<file path="src/rtl/ins_exec_pkg.sv">
// Shared execute-stage constants for the RV32I load/store units.
// Opcode, funct3, exception codes and the store FSM state type.
package ins_exec_pkg;

  localparam logic [6:0] OPCODE_STORE = 7'b0100011;

  localparam logic [2:0] F3_SB = 3'd0;
  localparam logic [2:0] F3_SH = 3'd1;
  localparam logic [2:0] F3_SW = 3'd2;

  localparam logic [1:0] EXC_MISALIGN = 2'd1;
  localparam logic [1:0] EXC_ILLEGAL  = 2'd2;
  localparam logic [1:0] EXC_BUS_TMO  = 2'd3;

  typedef enum logic [1:0] {
    ST_IDLE,
    ST_REQ,
    ST_DONE,
    ST_ERR
  } st_state_e;

endpackage

</file>
<file path="src/rtl/st_lane_gen.sv">
// Store lane generator: funct3 + ea[1:0] + rs2 -> byte enables, data.
// Ports: funct3_i, ea_lo_i, rs2_i in; be_o, data_o, misaligned_o, illegal_o out.
module st_lane_gen
  import ins_exec_pkg::*;
(
  input  logic [2:0]  funct3_i,
  input  logic [1:0]  ea_lo_i,
  input  logic [31:0] rs2_i,
  output logic [3:0]  be_o,
  output logic [31:0] data_o,
  output logic        misaligned_o,
  output logic        illegal_o
);

  always_comb begin
    be_o         = 4'b0000;
    data_o       = 32'h0;
    misaligned_o = 1'b0;
    illegal_o    = 1'b0;
    unique case (1'b1)
      (funct3_i == F3_SB): begin
        be_o   = 4'b0001 << ea_lo_i;
        data_o = {4{rs2_i[7:0]}};
      end
      (funct3_i == F3_SH): begin
        be_o         = ea_lo_i[1] ? 4'b1100 : 4'b0011;
        data_o       = {2{rs2_i[15:0]}};
        misaligned_o = ea_lo_i[0];
      end
      (funct3_i == F3_SW): begin
        be_o         = 4'b1111;
        data_o       = rs2_i;
        misaligned_o = |ea_lo_i;
      end
      default: illegal_o = 1'b1;
    endcase
  end

endmodule

</file>
<file path="src/rtl/ins_exec_rv32i_s_st.sv">
// RV32I store execution unit: EA/lane generation, one-outstanding write.
// Ports: op/decode/operands in; mem_w_* handshake; busy, done, exc_* out.
module ins_exec_rv32i_s_st
  import ins_exec_pkg::*;
#(
  parameter int ACK_TIMEOUT = 16,
  parameter int CNT_W       = 8
) (
  input  logic        clk,
  input  logic        rst_n,
  input  logic        op,
  input  logic [6:0]  ins_dec_op,
  input  logic [2:0]  ins_dec_funct3,
  input  logic [11:0] ins_dec_imm_s,
  input  logic [31:0] reg_rs1_val,
  input  logic [31:0] reg_rs2_val,
  output logic        busy,
  output logic        mem_w_req,
  output logic [31:0] mem_w_addr,
  output logic [31:0] mem_w_data,
  output logic [3:0]  mem_w_be,
  input  logic        mem_w_ack,
  output logic        done,
  output logic        exc_valid,
  output logic [1:0]  exc_code,
  output logic [31:0] exc_addr
);

  localparam bit TMO_EN = (ACK_TIMEOUT != 0);
  localparam logic [CNT_W-1:0] TMO_LAST =
    CNT_W'(ACK_TIMEOUT - 1);

  st_state_e         state_q, state_d;
  logic [CNT_W-1:0]  cnt_q, cnt_d;
  logic [31:0]       addr_q, addr_d;
  logic [31:0]       data_q, data_d;
  logic [3:0]        be_q, be_d;
  logic [31:0]       ea_q, ea_d;
  logic [1:0]        code_q, code_d;
  logic [31:0]       xaddr_q, xaddr_d;

  logic [31:0] ea;
  logic [3:0]  ln_be;
  logic [31:0] ln_data;
  logic        ln_mis;
  logic        ln_ill;
  logic        accept;

  assign ea = reg_rs1_val
            + {{20{ins_dec_imm_s[11]}}, ins_dec_imm_s};

  assign accept = op && (ins_dec_op == OPCODE_STORE);

  st_lane_gen u_lane (
    .funct3_i     (ins_dec_funct3),
    .ea_lo_i      (ea[1:0]),
    .rs2_i        (reg_rs2_val),
    .be_o         (ln_be),
    .data_o       (ln_data),
    .misaligned_o (ln_mis),
    .illegal_o    (ln_ill)
  );

  always_ff @(posedge clk or negedge rst_n) begin
    if (!rst_n) begin
      state_q <= ST_IDLE;
      cnt_q   <= '0;
      addr_q  <= '0;
      data_q  <= '0;
      be_q    <= '0;
      ea_q    <= '0;
      code_q  <= '0;
      xaddr_q <= '0;
    end else begin
      state_q <= state_d;
      cnt_q   <= cnt_d;
      addr_q  <= addr_d;
      data_q  <= data_d;
      be_q    <= be_d;
      ea_q    <= ea_d;
      code_q  <= code_d;
      xaddr_q <= xaddr_d;
    end
  end

  always_comb begin
    state_d = state_q;
    cnt_d   = cnt_q;
    addr_d  = addr_q;
    data_d  = data_q;
    be_d    = be_q;
    ea_d    = ea_q;
    code_d  = code_q;
    xaddr_d = xaddr_q;
    unique case (state_q)
      ST_IDLE: begin
        if (accept) begin
          ea_d = ea;
          if (ln_ill) begin
            state_d = ST_ERR;
            code_d  = EXC_ILLEGAL;
            xaddr_d = ea;
          end else if (ln_mis) begin
            state_d = ST_ERR;
            code_d  = EXC_MISALIGN;
            xaddr_d = ea;
          end else begin
            state_d = ST_REQ;
            addr_d  = {ea[31:2], 2'b00};
            data_d  = ln_data;
            be_d    = ln_be;
            cnt_d   = '0;
          end
        end
      end
      ST_REQ: begin
        // ack has priority over an expiring timeout
        if (mem_w_ack) begin
          state_d = ST_DONE;
          be_d    = 4'b0000;
        end else if (TMO_EN && cnt_q == TMO_LAST) begin
          state_d = ST_ERR;
          be_d    = 4'b0000;
          code_d  = EXC_BUS_TMO;
          xaddr_d = ea_q;
        end else begin
          cnt_d = cnt_q + CNT_W'(1);
        end
      end
      ST_DONE: state_d = ST_IDLE;
      ST_ERR:  state_d = ST_IDLE;
      default: state_d = ST_IDLE;
    endcase
  end

  assign busy       = (state_q != ST_IDLE);
  assign mem_w_req  = (state_q == ST_REQ);
  assign done       = (state_q == ST_DONE);
  assign exc_valid  = (state_q == ST_ERR);
  assign mem_w_addr = addr_q;
  assign mem_w_data = data_q;
  assign mem_w_be   = be_q;
  assign exc_code   = code_q;
  assign exc_addr   = xaddr_q;

endmodule

</file>
<file path="config.mk">
export PLATFORM = sky130hd
export DESIGN_NAME = ins_exec_rv32i_s_st
export DESIGN_NICKNAME = d
export VERILOG_FILES = /design/src/rtl/ins_exec_pkg.sv /design/src/rtl/st_lane_gen.sv /design/src/rtl/ins_exec_rv32i_s_st.sv
export SDC_FILE = /design/constraint.sdc
export NUM_CORES = 1
export LEC_CHECK = 0
export CAP_MARGIN = 25
export CORE_AREA = 2 2 156 158
export DETAILED_ROUTE_END_ITERATION = 10
export DIE_AREA = 0 0 158 160
export MAX_ROUTING_LAYER = met4
export SYNTH_ARGS = -nofsm -noshare
export SYNTH_HDL_FRONTEND = slang
export SYNTH_SLANG_ARGS = --single-unit
</file>
<file path="constraint.sdc">
create_clock -name clk -period 4 [get_ports clk]
set_input_delay 0.4 -clock clk [delete_from_list [all_inputs] [get_ports clk]]
set_output_delay 0.4 -clock clk [all_outputs]
set_load 0.02 [all_outputs]
</file>
[Word-level counts from Yosys, hierarchy flattened]
Index checks and enable logic that the tools add are counted.
Storage, ports and cells
  input port bits: 90
  memory bits (read-only): 0
  word-level logic and storage cells: 74
  memories kept: 0
  bits in registers: 142
  output and inout bits: 106
  latch bits: 0
  RAM bits: 0
Operators by class
  magnitude comparators: 0
  div/mod/pow operators: 0
  equality and inequality tests: 15
  shift-type cells: 1
  bitwise logic cells: 1
  reductions and logical operators: 14
  multiply operators: 0
  $add $sub $neg: 2
  muxes and demuxes: 33
Operators with widths (number)
  2-to-1 mux 32 bit: 5
  case mux 32 bit (3 select lines): 1
  case mux 32 bit (2 select lines): 1
  2-to-1 mux 8 bit: 5
  adder 32 bit: 1
  2-to-1 mux 4 bit: 6
  2-to-1 mux 2 bit: 9
  case mux 8 bit (2 select lines): 1
  case mux 4 bit (3 select lines): 1
  inequality test 2 bit, second input constant: 5
  AND reduction 5 bit: 2
  adder 8 x 1 -> 8 bit, second input constant: 1
  equality test 8 x 4 -> 1 bit, second input constant: 1
  case mux 4 bit (2 select lines): 1
  equality test 7 x 6 -> 1 bit, second input constant: 1
  case mux 2 bit (3 select lines): 1
  AND reduction 6 bit: 1
  equality test 2 bit, second input constant: 2
  case mux 2 bit (2 select lines): 1
  AND reduction 2 bit: 2
  AND reduction 4 bit: 1
  nonzero test 2 bit: 2
  OR reduction 2 bit: 2
  left shift 1 x 2 -> 4 bit, first input constant: 1
  other kinds (12): 12

[Depth between registers and ports, before layout]
  depth after elaboration: 7
  depth in mapped cells: 11
  depth with buffers taken out: 9

[Hierarchy]
Synthesis repeated with hierarchy kept, for this count alone.
Second synthesis, totals
  cell total of the unflattened synthesis: 929
  area total of the unflattened synthesis: 8200.4 um2
By module, submodules not included
  ins_exec_rv32i_s_st: cells an instance 828, area an instance 7639.8 um2, times used 1, sequential area each 3553.4 um2
  st_lane_gen: cells an instance 101, area an instance 560.5 um2, times used 1, sequential area each 0.0 um2

[Least setup slack after synthesis]
OpenSTA, ideal clock, no wires.
  kind: input-to-reg
  from: in ins_dec_imm_s[0]
  to: reg cnt_q[5]
  required time: 3.905 ns
  arrival time: 2.522 ns
  stages: 10
  setup time: 0.095 ns
  buffers on the path: 1
  slack: 1.382 ns
  cells stage by stage: ha_1 > fa_1 > o21a_1 > o22ai_1 > nand2b_1 > nor2_1 > o21bai_1 > or2_2 > clkbuf_1 > o31ai_1
On the way
  cells in the longest elaborated chain, start to end: 5
Ends and longest elaborated chain
  start: declaration: RTL line ins_exec_rv32i_s_st.sv:14  | input logic [11:0] ins_dec_imm_s,
  adder 32 bit: RTL line ins_exec_rv32i_s_st.sv:50  | + {{20{ins_dec_imm_s[11]}}, ins_dec_imm_s};
  via ea[1]: RTL line ins_exec_rv32i_s_st.sv:42  | logic [31:0] ea;
  OR reduction 2 bit: RTL line st_lane_gen.sv:33  | misaligned_o = |ea_lo_i;
  case mux 1 bit (2 select lines): RTL line st_lane_gen.sv:20  | unique case (1'b1)
  inequality test 2 bit (no source line)
  AND reduction 6 bit (no source line)
  end signal: assignment: RTL line ins_exec_rv32i_s_st.sv:76  | cnt_q <= cnt_d;
  end: declaration: RTL line ins_exec_rv32i_s_st.sv:34  | logic [CNT_W-1:0] cnt_q, cnt_d;
The timed path passes the listed nets, and every way through them passes these cells.
A chain may end at the register's enable or synchronous reset.

[Worst setup path in the final report]
  from: in ins_dec_imm_s[11]
  to: reg xaddr_q[28] (netlist: exc_addr[28])
On the way
  cells in the longest elaborated chain, start to end: 5
Ends and longest elaborated chain
  adder 32 bit (*): RTL line ins_exec_rv32i_s_st.sv:50
  2-to-1 mux 32 bit: RTL line ins_exec_rv32i_s_st.sv:103  | end else if (ln_mis) begin
  2-to-1 mux 32 bit (*): RTL line ins_exec_rv32i_s_st.sv:99  | if (ln_ill) begin
  2-to-1 mux 32 bit (*): RTL line ins_exec_rv32i_s_st.sv:97  | if (accept) begin
  case mux 32 bit (2 select lines) (*): RTL line ins_exec_rv32i_s_st.sv:95  | unique case (state_q)
  end signal: assignment: RTL line ins_exec_rv32i_s_st.sv:82  | xaddr_q <= xaddr_d;
  end: declaration: RTL line ins_exec_rv32i_s_st.sv:40  | logic [31:0] xaddr_q, xaddr_d;
Mark *: on every way between the ends. The rest lies on a longest branch, timed or not. The select of a mux whose other input is x is not followed.

==> results <==
- The initial antenna violation count came to 0.
- For this run, the detailed router's first-pass iteration total came to 5.
- The TritonCTS sink count is 142.
- Walking the worst path, the cells encountered are clkdlybuf4s50_1 > buf_4 > ha_1 > nand4_1 > or3_1 > o31ai_1 > a211oi_1 > xor2_1 > o211ai_1.
- The per-cell routed wire length is 17.6 um.
- Setup violations remaining at the end of the flow were counted as 0.
- The worst-margin pin slew is 1.01 ns.
- The number of global-route vias before repair is 7311.
- The design draws 4.31 mW.
- The first routing iteration left 428 violations.
- Grouping stages by cell kind, the critical path spends the most delay in compound AO/OA/AOI/OAI gates.
- The most used flip-flop cell after synthesis is sky130_fd_sc_hd__dfrtp_1.
- The total overflow reported by the global router is 0.
- After routing the design area is 11000 um^2.
- The detail route stage leaves a number of antenna-violating nets equal to 0.
- The library cell used most frequently in the layout, excluding fill and tap cells, is sky130_fd_sc_hd__nand2_1.
- The die is 160 um tall.
- On the final layout, the worst clock skew is 0.00888 ns.
- The capturing element type of the critical path is a flip-flop.
- The post-synthesis compound-gate area fraction is 20.6%.
- The flow ran to the end, and the final reports show no timing, DRC or antenna violations.
- The worst path buffer plus inverter count is 2.
- For the worst setup path, the data required time is 4.30 ns.
- Yosys mapped a number of flops with a built-in enable equal to 0.
- The total inserted antenna cells is 0.
- The endpoint identified for the worst register-to-register timing path is mem_w_data[13]$_DFFE_PN0P_.
- The post-layout minimum cycle time is 3.18 ns.
- After Yosys synthesis, full adders, half adders and majority gates account for 5.14% of the synthesized area.
- The HPWL reported at the end of detailed placement is 18.8 mm.
- The number of CTS-inserted buffers is 17.
- In this run the critical register-to-register path is launched from state_q[0]$_DFFE_PN0P_.
- The number of port buffers is 193.
- The critical path arrival is 3.48 ns.
- Once the clock tree was built, the resizer swapped 0 gates to a different size.
- The number of endpoints with negative hold slack in the final report is 0.
- The slowest stage of the critical path belongs to the cell sky130_fd_sc_hd__o31ai_1.
- The final count of pins violating max slew came to 0.
- At the end of routability-driven placement, the weighted congestion stood at 0.912.
- Sorting the synthesized cells by area gives the leading types as sky130_fd_sc_hd__dfrtp_1, sky130_fd_sc_hd__nand2_1, sky130_fd_sc_hd__ha_1, sky130_fd_sc_hd__nor2_1, sky130_fd_sc_hd__o21ai_0.
- The register area is 3550 um^2.
- The number of maximum-capacitance constraint violations is 0.
- The sequential-to-total area share from yosys stat is 43.5%.
- Counting along the longest clock path gives a buffer depth of 2.
- The horizontal die dimension is 158 um.
- The worst max-slew margin expressed relative to the limit is 32.2%.
- The instance count of the mapped netlist is 922.
- The H-tree level count is 4.
- The synthesized flop and latch total is 142.
- The Yosys step of the flow raised 0 warnings.
- The delay of the slowest cell on the worst path is 0.54 ns.
- For this design the static power due to leakage is 4.89 nW.
- The proportion of netlist area held by the largest area contributor is 43.5%.
- The path type of the worst min-delay path is in -> async.
- IR analysis of the VDD net gives a maximum drop of 0.000301 V.
- The via count normalized by instance count is 5.23.
- On the final layout, the worst hold slack is 0.322 ns.
- The fraction of synthesized cell area in xor and xnor cells is 2.89%.
- TritonCTS built the clock tree.
- The simple-gate area share of the yosys netlist is 20.4%.
- The routed wire length is 25.2 mm.
- The worst setup path is of the in -> reg kind.
- For flop-to-flop paths, the worst setup slack is 1.31 ns.
- Multiplexer cells account for 3.52% of the synthesized area.
- After synthesis, the netlist uses 74 different library cells.
- The area enclosed by the die boundary is 25300 um^2.
- The clock transition at the registers of the reported paths is 0.06 ns.
- The cell taking the most area after synthesis is sky130_fd_sc_hd__dfrtp_1.
- The most critical setup path has its startpoint at ins_dec_imm_s[11].
- Setup repair after global routing left no endpoint under its margin.
- The post-route DRC violation count is 0.
- After synthesis, the largest family of logic cells by area is compound AO/OA/AOI/OAI gates.
- The end point of the critical path is exc_addr[28]$_DFFE_PN0P_.
- The cell row count is 57.
- The worst reg-to-reg path cell count is 9.
- In this run the worst path has a maximum fanout of 16.
- The critical path runs through a total of 9 cells.
- Static timing analysis puts the maximum clock frequency at 314 MHz.
- At the end of the flow, the number of nets in the layout was 1222.
- For this run, asynchronously set or reset flops after synthesis account for 100%.
- Counting the fill cells in the layout gives 2353.
- The summed instance area of the synthesized netlist is 8170 um^2.
- For this configuration, the core starts out at a cell density of 34.3%.
- Dividing the final minimum period by the clock period gives 79.5%.
- The global-route wire length before repair is 39.6 mm.
- The area added between synthesis and finish is 34.6%.
- The routed via count is 7504.
- At the later pin of the worst-skew pair, clock insertion delay measures 0.43 ns.
- The sum of negative setup slack is 0 ns.
- After floorplanning, the core was sized to cover 23800 um^2.
- In the final layout, the multi-input gates occupy 4310 um^2.
- The library cells used most frequently in the layout, excluding fill and tap cells, are sky130_fd_sc_hd__nand2_1, sky130_fd_sc_hd__clkdlybuf4s50_1, sky130_fd_sc_hd__dfrtp_1.
- The largest net degree at the start of global routing is 102.
- The overall routing resource usage is 20.5%.
- The fraction of final layout cells sized beyond drive strength 1 is 8.00%.
- STA classifies the critical path startpoint as a primary input.
- During I/O placement, the number of pins put on the boundary was 196.
- The total cell area at the placement stage is 10400 um^2.
- The tree is rooted in a sky130_fd_sc_hd__clkbuf_16.
- The cell area power density is 391 nW/um^2.
- Averaged over all synthesized cells, the footprint is 8.86 um^2.
==> through the flow <==
| stage | setup WS [ns] | utilization, % | std cells |
|---|---|---|---|
| floorplan | 1.38 | - | 923 |
| global placement | 0.475 | 43.5 | 1402 |
| detailed placement | 0.403 | 43.5 | 1402 |
| CTS | 0.850 | 46.0 | 1434 |
| global route | 0.706 | 46.2 | 1436 |
| finish | 0.819 | 46.2 | 1436 |
==> layout make-up <==
| class | instances | area share (%) |
|---|---|---|
| Multi-Input combinational cell | 720 | 39.2 |
| Sequential cell | 142 | 32.3 |
| Timing Repair Buffer | 214 | 19.2 |
| Clock buffer | 19 | 4.03 |
| Tap cell | 324 | 3.69 |
| Clock inverter | 13 | 1.43 |
| Inverter | 4 | 0.137 |
==> power by group <==
part	internal, mW	total [mW]	switching [mW]
registers	1.56	1.66	0.0922
logic	0.463	1.04	0.573
clock network	0.950	1.61	0.662
total	2.98	4.31	1.33
==> how the worst min path moves through the flow <==
stage / start / end / slack (ns) / cells past startpoint
final: rst_n / cnt_q[6]$_DFFE_PN0P_ / 0.32 / 2
after global routing: rst_n / cnt_q[6]$_DFFE_PN0P_ / 0.34 / 2
after CTS: rst_n / mem_w_data[10]$_DFFE_PN0P_ / 0.15 / 1
after detailed placement: ea_q[31]$_DFFE_PN0P_ / ea_q[31]$_DFFE_PN0P_ / 0.46 / 2
after global placement: ea_q[31]$_DFFE_PN0P_ / ea_q[31]$_DFFE_PN0P_ / 0.45 / 2
after floorplan: rst_n / cnt_q[0]$_DFFE_PN0P_ / 0.10 / 0
==> synthesized netlist by cell type (3+ instances only) <==
cell type and n:
sky130_fd_sc_hd__and3_1 9, sky130_fd_sc_hd__a221o_1 4, sky130_fd_sc_hd__or3_1 4, sky130_fd_sc_hd__mux2i_1 13
sky130_fd_sc_hd__nand2b_1 9, sky130_fd_sc_hd__nor2_1 88, sky130_fd_sc_hd__a21oi_1 54, sky130_fd_sc_hd__nor2b_1 5
sky130_fd_sc_hd__a21o_1 12, sky130_fd_sc_hd__a211o_1 5, sky130_fd_sc_hd__or2_2 4, sky130_fd_sc_hd__o21a_1 11
sky130_fd_sc_hd__nand2_1 195, sky130_fd_sc_hd__nor3_1 12, sky130_fd_sc_hd__o21ai_0 63, sky130_fd_sc_hd__ha_1 32
sky130_fd_sc_hd__a31oi_1 16, sky130_fd_sc_hd__nand4_1 10, sky130_fd_sc_hd__inv_1 3, sky130_fd_sc_hd__o31ai_1 19
sky130_fd_sc_hd__buf_6 6, sky130_fd_sc_hd__mux2_2 14, sky130_fd_sc_hd__dfrtp_1 142, sky130_fd_sc_hd__xnor2_1 18
sky130_fd_sc_hd__buf_1 4, sky130_fd_sc_hd__a221oi_1 18, sky130_fd_sc_hd__nand3_1 20, sky130_fd_sc_hd__clkbuf_1 24
sky130_fd_sc_hd__a211oi_1 4, sky130_fd_sc_hd__o211ai_1 12, sky130_fd_sc_hd__xor2_1 9, sky130_fd_sc_hd__nor4_1 3
sky130_fd_sc_hd__o21bai_1 7, sky130_fd_sc_hd__and2_1 4, sky130_fd_sc_hd__buf_2 16, sky130_fd_sc_hd__buf_4 6
==> routing by layer <==
| layer | GRT usage (%) | vias to the layer above | routed length (um) | share of wire [%] |
|---|---|---|---|---|
| met3 | 3.34 | 26 | 1410 | 5.6 |
| met4 | 4.95 | 0 | 359 | 1.4 |
| met2 | 32.2 | 246 | 11700 | 46 |
| met1 | 27.9 | 3587 | 11700 | 47 |
| met5 | - | - | 0 | 0 |
| li1 | - | 3645 | - | - |
==> flip-flops by register name, indices dropped and copies added (netlist names) <==
signal and count:
ea_q 32, exc_addr 32, mem_w_data 32, mem_w_addr 30, cnt_q 8, mem_w_be 4, exc_code 2, state_q 2
==> cell families (layout without fill, tap and decap cells) <==
logic type | Yosys count | in the layout
other cells | 1 | 2
xor+xnor | 27 | 27
simple gates | 378 | 378
fa+ha+maj | 33 | 33
flops | 142 | 142
buf+inv | 61 | 250
mux | 27 | 27
compound gates | 253 | 253
==> what timing repair did <==
item	CTS	global route
buffers inserted	0	0
hold buffers	0	1
endpoints found under the hold margin	0	3
Note: power is estimated with default switching activity, not from simulation.
